[src/rtl/calc_pkg.sv]
// calc_pkg: op codes, FSM states and operand conversion for calc_ctrl.
// Multiply support is selected by CALC_CTRL_MUL_EN.
package calc_pkg;

  localparam int OPW_D = 3;
  localparam int RW_D  = 2*OPW_D-1;

  localparam logic [1:0] OP_ADD = 2'b00;
  localparam logic [1:0] OP_SUB = 2'b01;
  localparam logic [1:0] OP_MUL = 2'b10;
  localparam logic [1:0] OP_NEG = 2'b11;

  typedef enum logic [1:0] {
    S_IDLE,
    S_EXEC,
    S_MUL,
    S_DONE
  } state_e;

  // Negating a zero magnitude yields zero, so -0 folds to +0.
  function automatic logic [RW_D-1:0] sm_to_tc(
    input logic [OPW_D-1:0] sm
  );
    logic [RW_D-1:0] mag;
    mag = RW_D'(sm[OPW_D-2:0]);
    return sm[OPW_D-1] ? -mag : mag;
  endfunction

endpackage

[src/rtl/calc_mul_seq.sv]
// calc_mul_seq: sign-magnitude multiply by repeated addition.
// Built only when CALC_CTRL_MUL_EN is defined.
module calc_mul_seq
  import calc_pkg::*;
#(
  parameter int OPW = OPW_D,
  parameter int RW  = 2*OPW-1
) (
  input  logic           clk,
  input  logic           rst,
  input  logic           i_start,
  input  logic           i_run,
  input  logic [OPW-2:0] i_a_mag,
  input  logic [OPW-2:0] i_b_mag,
  input  logic           i_sgn,
  output logic           o_done,
  output logic [RW-1:0]  o_result
);

  localparam logic [OPW-2:0] CNT_ONE = 1;

  logic [RW-1:0]  r_acc;
  logic [OPW-2:0] r_cnt;
  logic [OPW-2:0] r_b;
  logic           r_sgn;
  logic [RW-1:0]  w_b_ext;

  assign w_b_ext = RW'(r_b);

  always_ff @(posedge clk) begin
    if (rst) begin
      r_acc <= '0;
      r_cnt <= '0;
      r_b   <= '0;
      r_sgn <= 1'b0;
    end else if (i_start) begin
      r_acc <= '0;
      r_cnt <= i_a_mag;
      r_b   <= i_b_mag;
      r_sgn <= i_sgn;
    end else if (i_run && (r_cnt != '0)) begin
      r_acc <= r_acc + w_b_ext;
      r_cnt <= r_cnt - CNT_ONE;
    end
  end

  assign o_done   = i_run && (r_cnt == '0);
  // A zero accumulator negates to zero, so the product is never -0.
  assign o_result = r_sgn ? -r_acc : r_acc;

endmodule

[src/rtl/calc_ctrl.sv]
// calc_ctrl: sequencing controller for the signed calculator datapath.
// Define CALC_CTRL_MUL_EN to build the repeated-add multiplier.
module calc_ctrl
  import calc_pkg::*;
#(
  parameter int OPW = OPW_D,
  parameter int RW  = 2*OPW-1
) (
  input  logic           clk,
  input  logic           rst,
  input  logic           req_valid,
  output logic           req_ready,
  input  logic [1:0]     req_op,
  input  logic [OPW-1:0] req_a,
  input  logic [OPW-1:0] req_b,
  output logic           rsp_valid,
  input  logic           rsp_ready,
  output logic [RW-1:0]  rsp_result,
  output logic           rsp_err
);

  state_e         r_state;
  state_e         w_next;
  logic [1:0]     r_op;
  logic [OPW-1:0] r_a;
  logic [OPW-1:0] r_b;
  logic [RW-1:0]  r_result;
  logic           r_err;
  logic           r_rsp_valid;

  logic           w_accept;
  logic           w_hs;
  logic [RW-1:0]  w_ta;
  logic [RW-1:0]  w_tb;
  logic [RW-1:0]  w_exec_res;
  logic           w_exec_err;

  assign w_accept = (r_state == S_IDLE) && req_valid;
  assign w_hs     = (r_state == S_DONE) && r_rsp_valid && rsp_ready;

`ifdef CALC_CTRL_MUL_EN
  logic          w_mul_done;
  logic [RW-1:0] w_mul_res;

  calc_mul_seq #(
    .OPW(OPW),
    .RW (RW)
  ) u_mul (
    .clk     (clk),
    .rst     (rst),
    .i_start (w_accept),
    .i_run   (r_state == S_MUL),
    .i_a_mag (req_a[OPW-2:0]),
    .i_b_mag (req_b[OPW-2:0]),
    .i_sgn   (req_a[OPW-1] ^ req_b[OPW-1]),
    .o_done  (w_mul_done),
    .o_result(w_mul_res)
  );
`endif

  always_comb begin
    w_next = r_state;
    unique case (r_state)
      S_IDLE: begin
        if (req_valid) begin
`ifdef CALC_CTRL_MUL_EN
          w_next = (req_op == OP_MUL) ? S_MUL : S_EXEC;
`else
          w_next = S_EXEC;
`endif
        end
      end
      S_EXEC: w_next = S_DONE;
      S_MUL: begin
`ifdef CALC_CTRL_MUL_EN
        if (w_mul_done) w_next = S_DONE;
`else
        w_next = S_IDLE;
`endif
      end
      S_DONE: begin
        if (w_hs) w_next = S_IDLE;
      end
      default: w_next = S_IDLE;
    endcase
  end

  assign w_ta = sm_to_tc(r_a);
  assign w_tb = sm_to_tc(r_b);

  always_comb begin
    w_exec_res = '0;
    w_exec_err = 1'b0;
    unique case (1'b1)
      (r_op == OP_ADD): w_exec_res = w_ta + w_tb;
      (r_op == OP_SUB): w_exec_res = w_ta - w_tb;
      (r_op == OP_NEG): w_exec_res = -w_ta;
      (r_op == OP_MUL): begin
`ifdef CALC_CTRL_MUL_EN
        w_exec_res = '0;
`else
        w_exec_err = 1'b1;
`endif
      end
      default: w_exec_res = '0;
    endcase
  end

  always_ff @(posedge clk) begin
    if (rst) begin
      r_state     <= S_IDLE;
      r_op        <= OP_ADD;
      r_a         <= '0;
      r_b         <= '0;
      r_result    <= '0;
      r_err       <= 1'b0;
      r_rsp_valid <= 1'b0;
    end else begin
      r_state <= w_next;
      if (w_accept) begin
        r_op <= req_op;
        r_a  <= req_a;
        r_b  <= req_b;
      end
      if (r_state == S_EXEC) begin
        r_result <= w_exec_res;
        r_err    <= w_exec_err;
      end
`ifdef CALC_CTRL_MUL_EN
      if ((r_state == S_MUL) && w_mul_done) begin
        r_result <= w_mul_res;
        r_err    <= 1'b0;
      end
`endif
      // Response goes valid one cycle after the result lands.
      if ((r_state == S_DONE) && !r_rsp_valid) begin
        r_rsp_valid <= 1'b1;
      end else if (w_hs) begin
        r_rsp_valid <= 1'b0;
      end
    end
  end

  assign req_ready  = (r_state == S_IDLE);
  assign rsp_valid  = r_rsp_valid;
  assign rsp_result = r_result;
  assign rsp_err    = r_err;

endmodule

[config.mk]
export PLATFORM = sky130hd
export DESIGN_NAME = calc_ctrl
export DESIGN_NICKNAME = d
export VERILOG_FILES = /design/src/rtl/calc_pkg.sv /design/src/rtl/calc_mul_seq.sv /design/src/rtl/calc_ctrl.sv
export SDC_FILE = /design/constraint.sdc
export NUM_CORES = 1
export LEC_CHECK = 0
export ABC_AREA = 1
export CAP_MARGIN = 20
export CORE_MARGIN = 2
export CORE_UTILIZATION = 35
export DETAILED_ROUTE_END_ITERATION = 10
export PLACE_DENSITY = 0.7
export SLEW_MARGIN = 30
export SYNTH_ARGS = -nofsm -noshare
export SYNTH_HDL_FRONTEND = slang
export SYNTH_SLANG_ARGS = --single-unit
[constraint.sdc]
create_clock -name clk -period 2.35 [get_ports clk]
set_clock_uncertainty 0.1 [all_clocks]
set_input_delay 0.3525 -clock clk [delete_from_list [all_inputs] [get_ports clk]]
set_output_delay 0.3525 -clock clk [all_outputs]
set_load 0.02 [all_outputs]
==> impl_metrics.toml, run 1 <==
[outcome]
status = "complete, no violations"

[synthesis]
synth.avg_cell_area_sq_um = 7.24
ys_warn_count = 0
synth_top_cell_area_share_pct = 32.9
synth_area_leader_cell = "dfxtp_1"
synth_nets = 165
ys_seq_area_share_pct = 32.9
synthCells = 143
ys_types = 22
synth_seq_cells = 17
syn_area_sq_um = 1040
yosys-top-cells-area = "dfxtp_1, ha_1, nand2_1, a21oi_1, inv_1"

[timing]
min_period_over_period_pct = 95.2
worstMarginPinSlew_ns = 0.355
layout_min_cycle_time_ns = 2.24
max_slew_margin_pct = 76.3
hold_viol_final = 0
fmax_mhz = 447
setup_viol_count_final = 0
slew_viol_final = 0

[routing]
drc = 0
first_pass_iters = 4
antenna_left = 0
drt-total-wl_um = 2300
vias = 1009
drt_iter0_drc = 26
routed_via_density = 5.00
wire_per_inst_um = 11.4

[die]
fp.dieW_um = 58.4
rows = 19
start_util_pct = 37.2
fp.dieH_um = 58.4
coreArea_sq_um = 2780
dieArea_sq_um = 3410
io_pins = 20

[worst_setup_path]
r2r_slack_ns = 0.11
crit_fanout = 3
critPathCaptureType = "register"
worstPathArrival_ns = 2.33
timing.rr.start = "r_b[1]"
crit_required_ns = 2.44
crit_type = "register to register"
timing.rr.end = "rsp_result[4]"
reg2regPathDepth = 14
cp-start-kind = "register"

[power]
p_clk_share_pct = 20.2
ir_drop_mv = 0.541
power_frac_seq_pct = 39.1
power_mw = 0.844
combPwrFrac_pct = 40.7
power.density_nw_per_um2 = 611
p_sw_share_pct = 36.6
power_leakage_nw = 0.603
intPower_mw = 0.535
p_sw_mw = 0.309

[final_layout]
synthToLayoutAreaGrowth_pct = 33.3
drive_gt1_share_pct = 23.4
final_cell_mix = "nand2_1, clkdlybuf4s50_1, a21oi_1"
fin_util_pct = 49.7
fin_nets = 194
antenna_cells = 0
final_common_cell = "nand2_1"

[clock_tree]
clock_latency_ns = 0.30
cts_buffers = 3
cts_tree = "done"
cts_hold_buf = 0
htreeDepth = 1
cts_sinks = 17
cts.path.max_buffers = 2
clk_pin_slew_worst_paths_ns = 0.12
clockRootBuffer = "clkbuf_4"

[min_path]
holdPathEnd = "rsp_err"
hp-class = "register to register"
holdCritStartpoint = "rsp_err"
min_path_cells = 2

[global_route]
grt_pass1_wl_um = 3800
met2_usage_pct = 24.1
top_usage_layer = "met2"
grt_use_met3_pct = 3.96
antenna_found_initial = 0
grt_pass1_vias = 928
grt-ovfl-total = 0
grt_max_degree = 16
use_met1_pct = 17.6
grtUsageTotal_pct = 14.1

[place]
place_hpwl_um = 1750
gp_congestion = 0.795
port_buffers = 19

[run]
drv_cap = 0
## stage by stage
step	std cells	setup WS, ns	hold WS, ns	setup TNS [ns]	area [sq um]
after detailed placement	194	-0.0906	0.375	-0.0906	1280
after CTS	198	0.0198	0.404	0	1330
after global placement	194	0.0294	0.363	0	1280
after floorplan	143	0.0506	0.322	0	1040
final	202	0.112	0.401	0	1380
after global routing	202	-0.0149	0.414	-0.0149	1380
## layout make-up
| type | count | area (sq um) |
|---|---|---|
| Sequential cell | 17 | 343 |
| Timing Repair Buffer | 26 | 243 |
| Fill cell | 271 | 1400 |
| Multi-Input combinational cell | 102 | 644 |
| Tap cell | 31 | 38.8 |
| Clock inverter | 1 | 7.51 |
| Clock buffer | 3 | 22.5 |
| Inverter | 22 | 82.6 |
## cells in the mapped netlist
| master | number |
|---|---|
| a21oi_1 | 19 |
| a21oi_2 | 1 |
| buf_4 | 1 |
| clkbuf_1 | 1 |
| dfxtp_1 | 17 |
| fa_1 | 1 |
| ha_1 | 9 |
| inv_1 | 18 |
| inv_2 | 4 |
| nand2_1 | 27 |
| nand2_2 | 6 |
| nand3_1 | 5 |
| nand3_2 | 3 |
| nand3b_1 | 1 |
| nor2_1 | 10 |
| nor2_2 | 1 |
| nor2_4 | 2 |
| o21a_1 | 1 |
| o21ai_0 | 11 |
| o21ai_1 | 3 |
| o221a_1 | 1 |
| xor2_1 | 1 |
## sequential cells by signal, indices dropped and copies added, names as in the netlist
| register | flops |
|---|---|
| rsp_valid | 1 |
| r_op | 2 |
| rsp_err | 1 |
| r_a | 3 |
| rsp_result | 5 |
| r_state | 2 |
| r_b | 3 |
## worst max-delay path, cell delays in order (launching register included)
cell and delay [ns]:
dfxtp_2 0.34, inv_2 0.08, ha_4 0.21, a21oi_2 0.13, nand2_1 0.09, ha_1 0.29, nand2_1 0.08, nand2_2 0.07
ha_4 0.25, nand2_2 0.06, nand2_2 0.06, a21oi_2 0.16, nand3_2 0.08, nand3_2 0.08, a21oi_2 0.04
## logic make-up after synthesis
| family | share of synthesized area (%) |
|---|---|
| adders and majority gates | 12.8 |
| and+or+nand+nor | 25.8 |
| xor gates and xnor gates | 0.846 |
| buffers and inverters | 9.06 |
| AOI/OAI and AO/OA | 18.6 |
| DFF | 32.9 |
## power groups by stage
stage	sequential, mW	combinational (mW)	clock [mW]
floorplan	0.346	0.197	0
global placement	0.335	0.289	0
detailed placement	0.335	0.300	0
CTS	0.329	0.313	0.177
global route	0.334	0.387	0.185
finish	0.330	0.344	0.171
## worst max-delay path by stage
stage                     to  startpoint  cells after the start
5_1_grt        rsp_result[4]      r_b[1]                     14
4_1_cts        rsp_result[4]      r_b[0]                     15
3_3_place_gp   rsp_result[4]      r_b[0]                     14
6_report       rsp_result[4]      r_b[1]                     14
3_5_place_dp   rsp_result[4]      r_b[0]                     14
2_1_floorplan  rsp_result[4]      r_b[0]                     14
## repair_timing
action | in CTS | in global routing
gates resized for setup | 4 | 8
pin swaps | 0 | 9
setup buffers | 0 | 4
cloned | 0 | 0
setup endpoints to repair | 1 | 2
## metal layers
| layer | up-vias | share of wire, % |
|---|---|---|
| met2 | 27 | 48 |
| met3 | 4 | 4.8 |
| li1 | 522 | - |
| met1 | 456 | 46 |
| met5 | - | 0 |
| met4 | 0 | 1.3 |
(Power assumes the default switching activity.)
==> inputs of run 2 (changes only) <==
- CORE_MARGIN: 2 -> default
==> run 2 against run 1 <==
Net effect:
- core utilization is 0.63 points lower
- clock power hardly changed
- critical path depth stayed put
- routed wire length is 1.3% higher
- via count is 1.6% lower
- largest cell class unchanged
==> impl_metrics.toml, run 2 (synthesized netlist as in run 1, its figures left out) <==
[global_route]
grt-ovfl-total = 0
grt_pass1_wl_um = 3800
grtUsageTotal_pct = 15.1
grt_max_degree = 16
grt_pass1_vias = 941
antenna_found_initial = 0

[final_layout]
final_common_cell = "nand2_1"
drive_gt1_share_pct = 21.3
final-instance-count-excl-fill = 200
final-seq-area_sq_um = 343
antenna_cells = 0
largest_reg_flops = 5
synthToLayoutAreaGrowth_pct = 31.6
fin_nets = 192
multi_input_area_sq_um = 642
final_cell_mix = "nand2_1, clkdlybuf4s50_1, inv_1, a21oi_1, dfxtp_1"
fin_area_sq_um = 1360
fin_util_pct = 49.0
fillers = 286

[die]
io_pins = 20
fp.dieW_um = 56.4
dieArea_sq_um = 3180
start_util_pct = 37.2
rows = 19
coreArea_sq_um = 2780
fp.dieH_um = 56.4

[worst_setup_path]
reg2regPathDepth = 14
crit_chain = "inv_1, ha_4, a21oi_2, nand2_1, ha_1, nand2_1, nand2_2, ha_4, nand2_2, nand2_2, a21oi_2, nand3_2, nand3_2, a21oi_2"
crit_required_ns = 2.45
cp_slowest_stage_delay_ns = 0.34
r2r_slack_ns = 0.11
crit_type = "register to register"
crit_fanout = 2
timing.rr.start = "r_b[0]"
crit_slowest_cell = "dfxtp_2"
worstPathArrival_ns = 2.34
timing.rr.end = "rsp_result[4]"
critPathCaptureType = "register"
cp-start-kind = "register"

[timing]
min_period_over_period_pct = 95.3
hold_slack_ns = 0.382
setup_viol_count_final = 0
max_slew_margin_pct = 77.7
rsz0062_at_grt = "no"
fmax_mhz = 446
layout_min_cycle_time_ns = 2.24
worst_slack_ns = 0.110
worstMarginPinSlew_ns = 0.334
hold_viol_final = 0
setup_tns_ns = 0
slew_viol_final = 0

[run]
drv_cap = 0

[routing]
wire_per_inst_um = 11.6
wl_met1_um = 1030
met3WireLength_um = 104
first_pass_iters = 4
routed_via_density = 4.97
antenna_left = 0
routed-wl-met2_um = 1180
drt-total-wl_um = 2330
vias = 993
highest_layer = "met4"
drc = 0
drt_iter0_drc = 9

[clock_tree]
cts_tree = "done"
cts_sinks = 17
clockRootBuffer = "clkbuf_4"
cts_hold_buf = 0
clk_pin_slew_worst_paths_ns = 0.11
htreeDepth = 1
cts_buffers = 3
cts.path.max_buffers = 2
clock_latency_ns = 0.30

[power]
power_leakage_nw = 0.596
intPower_mw = 0.528
power.density_nw_per_um2 = 612
ir_drop_mv = 0.428
power_frac_seq_pct = 39.6
p_sw_share_pct = 36.8
p_clk_share_pct = 20.3
p_sw_mw = 0.307
power_mw = 0.835
combPwrFrac_pct = 40.1

[outcome]
status = "complete, no violations"

[place]
post_dp_cell_area_sq_um = 1280
place_hpwl_um = 1830
place_ws_ns = -0.0901
place_inst = 194
gp_congestion = 0.790
port_buffers = 19

[min_path]
min_path_cells = 2
hp-class = "register to register"
holdCritStartpoint = "rsp_err"
holdPathEnd = "rsp_err"
[run 2: cell count changes in the layout (fill, tap and decap cells not counted)]
cell,delta
buf_4,-2
fa_1,+1
fa_2,-1
inv_1,+1
inv_2,-1
[run 2: layer usage]
layer | GRT usage [%] | vias up
met3 | 4.84 | 4
met5 | 0 | -
met1 | 16.9 | 450
li1 | - | 514
met2 | 28.1 | 25
met4 | 2.44 | 0
[run 2: power by group through the flow]
stage / logic [mW] / registers [mW] / clock network [mW]
after global routing: 0.370 / 0.334 / 0.185
after floorplan: 0.197 / 0.346 / 0
after CTS: 0.313 / 0.330 / 0.174
after detailed placement: 0.300 / 0.336 / 0
after global placement: 0.288 / 0.335 / 0
final: 0.335 / 0.331 / 0.170
[run 2: how the worst max path moves through the flow]
stage | endpoint | start | slack (ns) | cells after the start
floorplan | rsp_result[4] | r_b[0] | 0.05 | 14
global placement | rsp_result[4] | r_b[0] | 0.03 | 14
detailed placement | rsp_result[4] | r_b[0] | -0.09 | 14
CTS | rsp_result[4] | r_b[0] | 0.05 | 14
global route | rsp_result[3] | r_b[0] | 0.01 | 14
finish | rsp_result[4] | r_b[0] | 0.11 | 14
[run 2: critical path, delay by kind of cell, from the launching register on]
kind / cells / cell delay [ns]
fa+ha+maj: 3 / 0.76
buf+inv: 1 / 0.10
flops: 1 / 0.34
simple gates: 7 / 0.52
compound gates: 3 / 0.32
[run 2: area by class of cell]
| type | count | area share (%) |
|---|---|---|
| multi-input combinational | 102 | 47.1 |
| sequential | 17 | 25.1 |
| timing repair buffer | 24 | 16.7 |
| inverter | 22 | 6.06 |
| tap | 31 | 2.84 |
| clock buffer | 3 | 1.65 |
| clock inverter | 1 | 0.550 |
[run 2: repair_timing]
item | in CTS | in global routing
resized for setup | 4 | 6
pin swaps | 0 | 8
endpoints found under the setup margin | 1 | 1
hold endpoints to repair | 0 | 0
setup buffers | 0 | 2
==> RTL change 1: new RTL, settings of run 1 <==
Add a define of `CALC_CTRL_MUL_EN`.
--- a/src/rtl/calc_ctrl.sv
+++ b/src/rtl/calc_ctrl.sv
@@ -2,2 +2,4 @@
 // Define CALC_CTRL_MUL_EN to build the repeated-add multiplier.
+`define CALC_CTRL_MUL_EN
+
 module calc_ctrl
Check against the original RTL: not equivalent (a bounded check fails within 4 cycles, from zero or initial values and one cycle with rst high).
==> RTL change 1 against run 1 <==
  * Total power is 150% higher
  * Synthesized area is 52% higher
  * Cell area is 43% higher
  * Setup slack worse by 0.027 ns
  * Routed wire length is 49% higher
  * Sequential cell count is 7 higher
  * Synthesized cell count is 55% higher
  * Die area is 48% higher
  * Hold slack worse by 0.0072 ns
  * Critical path type unchanged
  * Largest cell class unchanged
==> RTL change 1: results (changes against run 1) <==
* Status: finished clean (unchanged)
* Post-CTS sizing at 1 (was 4)
* Metal3 WL at 120 µm (was 110 µm)
* Commonest cells post-synth: 53 x nand2_1, 30 x inv_1, 24 x dfxtp_1, 19 x o21ai_0, 16 x ha_1 (was 27 x nand2_1, 19 x a21oi_1, 18 x inv_1, 17 x dfxtp_1, 11 x o21ai_0)
* GR met3 Demand/Resource at 0.0242 (was 0.0396)
* Compound-Gate Fraction of Synth Area at 0.160 (was 0.186)
* Initial DRC Count at 103 (was 26)
* Global-route usage over all layers at 0.142 (was 0.141)
* Clk pwr share at 0.136 (was 0.202)
* R2r worst-path depth at 10 (was 14)
* Clock transition at path regs at 0.09 ns (was 0.12 ns)
* CP max-delay cell: fa_2 (was dfxtp_2)
* CP Max Fanout at 2 (was 3)
* Worst-skew pair later-pin latency at 0.26 ns (was 0.30 ns)
* Layout cells sized above 1 at 0.172 (was 0.234)
* First-pass DRT Iterations at 5 (was 4)
* First-pass GRT wire length at 5.88 mm (was 3.80 mm)
* Clk. pwr at 285 µW (was 171 µW)
* Seq power at 565 µW (was 330 µW)
* Hold path endpoint: rsp_valid (was rsp_err)
* Fill cell count at 431 (was 271)
* Hold Startpoint: rsp_valid (was rsp_err)
* Worst EP arrival at 2.37 ns (was 2.33 ns)
* Cell Area, Placed at 0.00187 mm² (was 0.00128 mm²)
* Vias at 1,466 (was 1,009)
* Crit-path max cell delay at 0.52 ns (was 0.34 ns)
* R2r endpoint: rsp_result[2] (was rsp_result[4])
* Synth Instances at 221 (was 143)
-- RTL change 1: cell count changes after synthesis, sizes merged, moves of 2 or more --
cell and delta:
a21oi -7, a31oi +3, dfxtp +7, fa +2, ha +7, inv +14
nand2 +27, nand3 +7, o21ai +11, xor2 +2
-- RTL change 1: worst max-delay path by stage --
stage	from	to	slack, ns
6_report	r_b[1]	rsp_result[2]	0.08
5_1_grt	r_b[1]	rsp_result[2]	-0.02
4_1_cts	u_mul.r_b[0]	rsp_result[4]	-0.008
3_5_place_dp	u_mul.r_b[0]	rsp_result[4]	-0.04
3_3_place_gp	u_mul.r_b[0]	rsp_result[4]	0.03
2_1_floorplan	u_mul.r_b[0]	rsp_result[4]	0.03
-- RTL change 1: layout make-up --
class	instances	share of cell area
inverters	36	0.0686
clock buffers	4	0.0279
well taps	52	0.0330
flip-flops and latches	24	0.245
multi-input cells	158	0.496
repair buffers	28	0.130
==> RTL change 2: new RTL, settings of run 1 <==
Without the edit above. The 4 states of `state_e` get a one-hot encoding in 4 bits.
--- a/src/rtl/calc_pkg.sv
+++ b/src/rtl/calc_pkg.sv
@@ -12,7 +12,7 @@
 
-  typedef enum logic [1:0] {
-    S_IDLE,
-    S_EXEC,
-    S_MUL,
-    S_DONE
+  typedef enum logic [3:0] {
+    S_IDLE = 4'b0001,
+    S_EXEC = 4'b0010,
+    S_MUL  = 4'b0100,
+    S_DONE = 4'b1000
   } state_e;
Function: same outputs for any inputs over 10 cycles, from zero or initial values and one cycle with rst high; not proved beyond that.
==> RTL change 2 against run 1 <==
  * Utilization decreased by 0.97 points
  * Sequential cell count increased by 1
  * Global-route usage is 0.49 points lower
  * Synthesized area increased by 4.0%
  * Total power is 11% higher
  * Combinational power grew 15%
  * Sequential share of layout area increased by 0.20 points
  * Cell count grew 4.0%
  * Count of clock-buffer cells in the layout grew 1
  * Cell area is 5.0% higher
  * Routed wire length fell by 4.1%
  * Synthesized cell count increased by 4.9%
  * Setup slack lost 0.015 ns
  * Largest cell class unchanged
  * Largest power group unchanged
==> RTL change 2: results (changes against run 1) <==
* Status: finished clean (unchanged)
* First-pass DRT Iterations at 4 (unchanged)
* Antenna violations before repair at 0 (unchanged)
* GR met3 Demand/Resource at 0.0306 (was 0.0396)
* Synth Instances at 150 (was 143)
* Initial DRC Count at 22 (was 26)
* Synth cell types at 25 (was 22)
* Global-route usage over all layers at 0.136 (was 0.141)
* Fill cell count at 282 (was 271)
* Pin count of the biggest net entering global routing at 17 (was 16)
* Layout cells sized above 1 at 0.237 (was 0.234)
* Sequential fraction of the synthesis area at 0.334 (was 0.329)
* Min-delay worst type: flop to flop (unchanged)
* Pint at 607 µW (was 535 µW)
* Hpwl dp at 1.73 mm (was 1.75 mm)
* Worst EP arrival at 2.40 ns (was 2.33 ns)
* CTS max path bufs at 2 (unchanged)
* Hold Worst Slack at 0.375 ns (was 0.401 ns)
* H-tree depth at 1 (unchanged)
* Period minus WS final at 2.25 ns (was 2.24 ns)
* Root Buffer Master: clkbuf_4 (unchanged)
* Slew HR at 0.769 (was 0.763)
* Max reg flops at 5 (unchanged)
* Clock transition at path regs at 0.10 ns (was 0.12 ns)
* Vias in the first global route at 956 (was 928)
* Worst-skew pair later-pin latency at 0.30 ns (about the same)
* Diode count at 0 (unchanged)
* Main synth FF type: dfxtp_1 (unchanged)
* Port bufs at 19 (unchanged)
* Synth area leaders: dfxtp_1 33%, ha_1 10%, o21ai_0 7.9% (was dfxtp_1 33%, ha_1 11%, nand2_1 9.8%)
* Flop2flop setup slack at 0.1 ns
* Setup TNS Final at 0 ns (unchanged)
* GP Congestion at 0.817 (was 0.795)
* Ys async rst share at 0 (unchanged)
* Syn_nets at 172 (was 165)
* Commonest cells post-synth: 22 x inv_1, 22 x nand2_1, 18 x dfxtp_1, 17 x o21ai_0, 16 x a21oi_1 (was 27 x nand2_1, 19 x a21oi_1, 18 x inv_1, 17 x dfxtp_1, 11 x o21ai_0)
* Worst vdd ir at 328 µV (was 541 µV)
* First-pass GRT wire length at 3.66 mm (was 3.80 mm)
* Avg WL per Cell at 10.5 µm (was 11.4 µm)
* Met2 Use GR at 0.231 (was 0.241)
* Crit-path max cell delay at 0.35 ns
* Yosys warning total at 0 (unchanged)
* CP Max Fanout at 3 (unchanged)
* GR met1 Demand/Resource at 0.154 (was 0.176)
* Vias at 1,044 (was 1,009)
* Num CTS Buffers at 3 (unchanged)
* Final nets at 200 (was 194)
* Cell Area, Placed at 0.00135 mm² (was 0.00128 mm²)
* Crit-path leading delay family: adder cells (unchanged)
* Inst Count DP at 205 (was 194)
* LEAKAGE at 0.637 nW (was 0.603 nW)
* Vias per inst at 4.97 (was 5.00)
* CP max-delay cell: dfxtp_2 (unchanged)
* Pre-CTS setup slack at -0.0855 ns (was -0.0906 ns)
[RTL change 2: what timing repair did]
item / 4_1_cts / 5_1_grt
hold endpoints to repair: 0 / 0
pin swaps: 9 / 9
buffers inserted: 1 / 0
endpoints found under the setup margin: 3 / 3
resized for setup: 6 / 10
[RTL change 2: worst min-delay path, stage by stage, from the launching register on]
cell     delay, ns
dfxtp_1       0.33
nand2_1       0.06
a21oi_1       0.05
[RTL change 2: metal layers]
metal,up-vias,share of wire
met4,0,0.027
met1,477,0.45
met2,20,0.48
met5,-,0
met3,7,0.040
li1,540,-
[RTL change 2: power by group through the flow]
stage          Sequential (mW)  Combinational [mW]  Clock [mW]
6_report                 0.348               0.397       0.192
5_1_grt                  0.351               0.450       0.206
4_1_cts                  0.346               0.370       0.198
3_5_place_dp             0.353               0.352           0
3_3_place_gp             0.351               0.339           0
2_1_floorplan            0.355               0.247           0
[RTL change 2: logic make-up (layout without fill, tap and decap cells)]
family	after synthesis	after routing	synth area share
AOI/OAI and AO/OA	38	38	0.189
xor gates and xnor gates	2	2	0.0163
adders and majority gates	10	10	0.123
buffers and inverters	28	55	0.105
DFF	18	18	0.334
and+or+nand+nor	54	54	0.232
[RTL change 2: final cells by class]
type,instances,area [µm²],share of cell area
multi-input cells,104,677,0.467
inverters,26,97.6,0.0673
repair buffers,25,235,0.162
flip-flops and latches,18,363,0.250
clock buffers,4,36.3,0.0250
well taps,33,41.3,0.0285
[RTL change 2: path summary, 6_finish.rpt]
path                 from       endpoint  cells past startpoint
setup / recovery   r_b[0]  rsp_result[3]                     14
hold / removal    rsp_err        rsp_err                      2
setup reg to reg   r_b[0]  rsp_result[3]                     14
hold reg to reg   rsp_err        rsp_err                      2
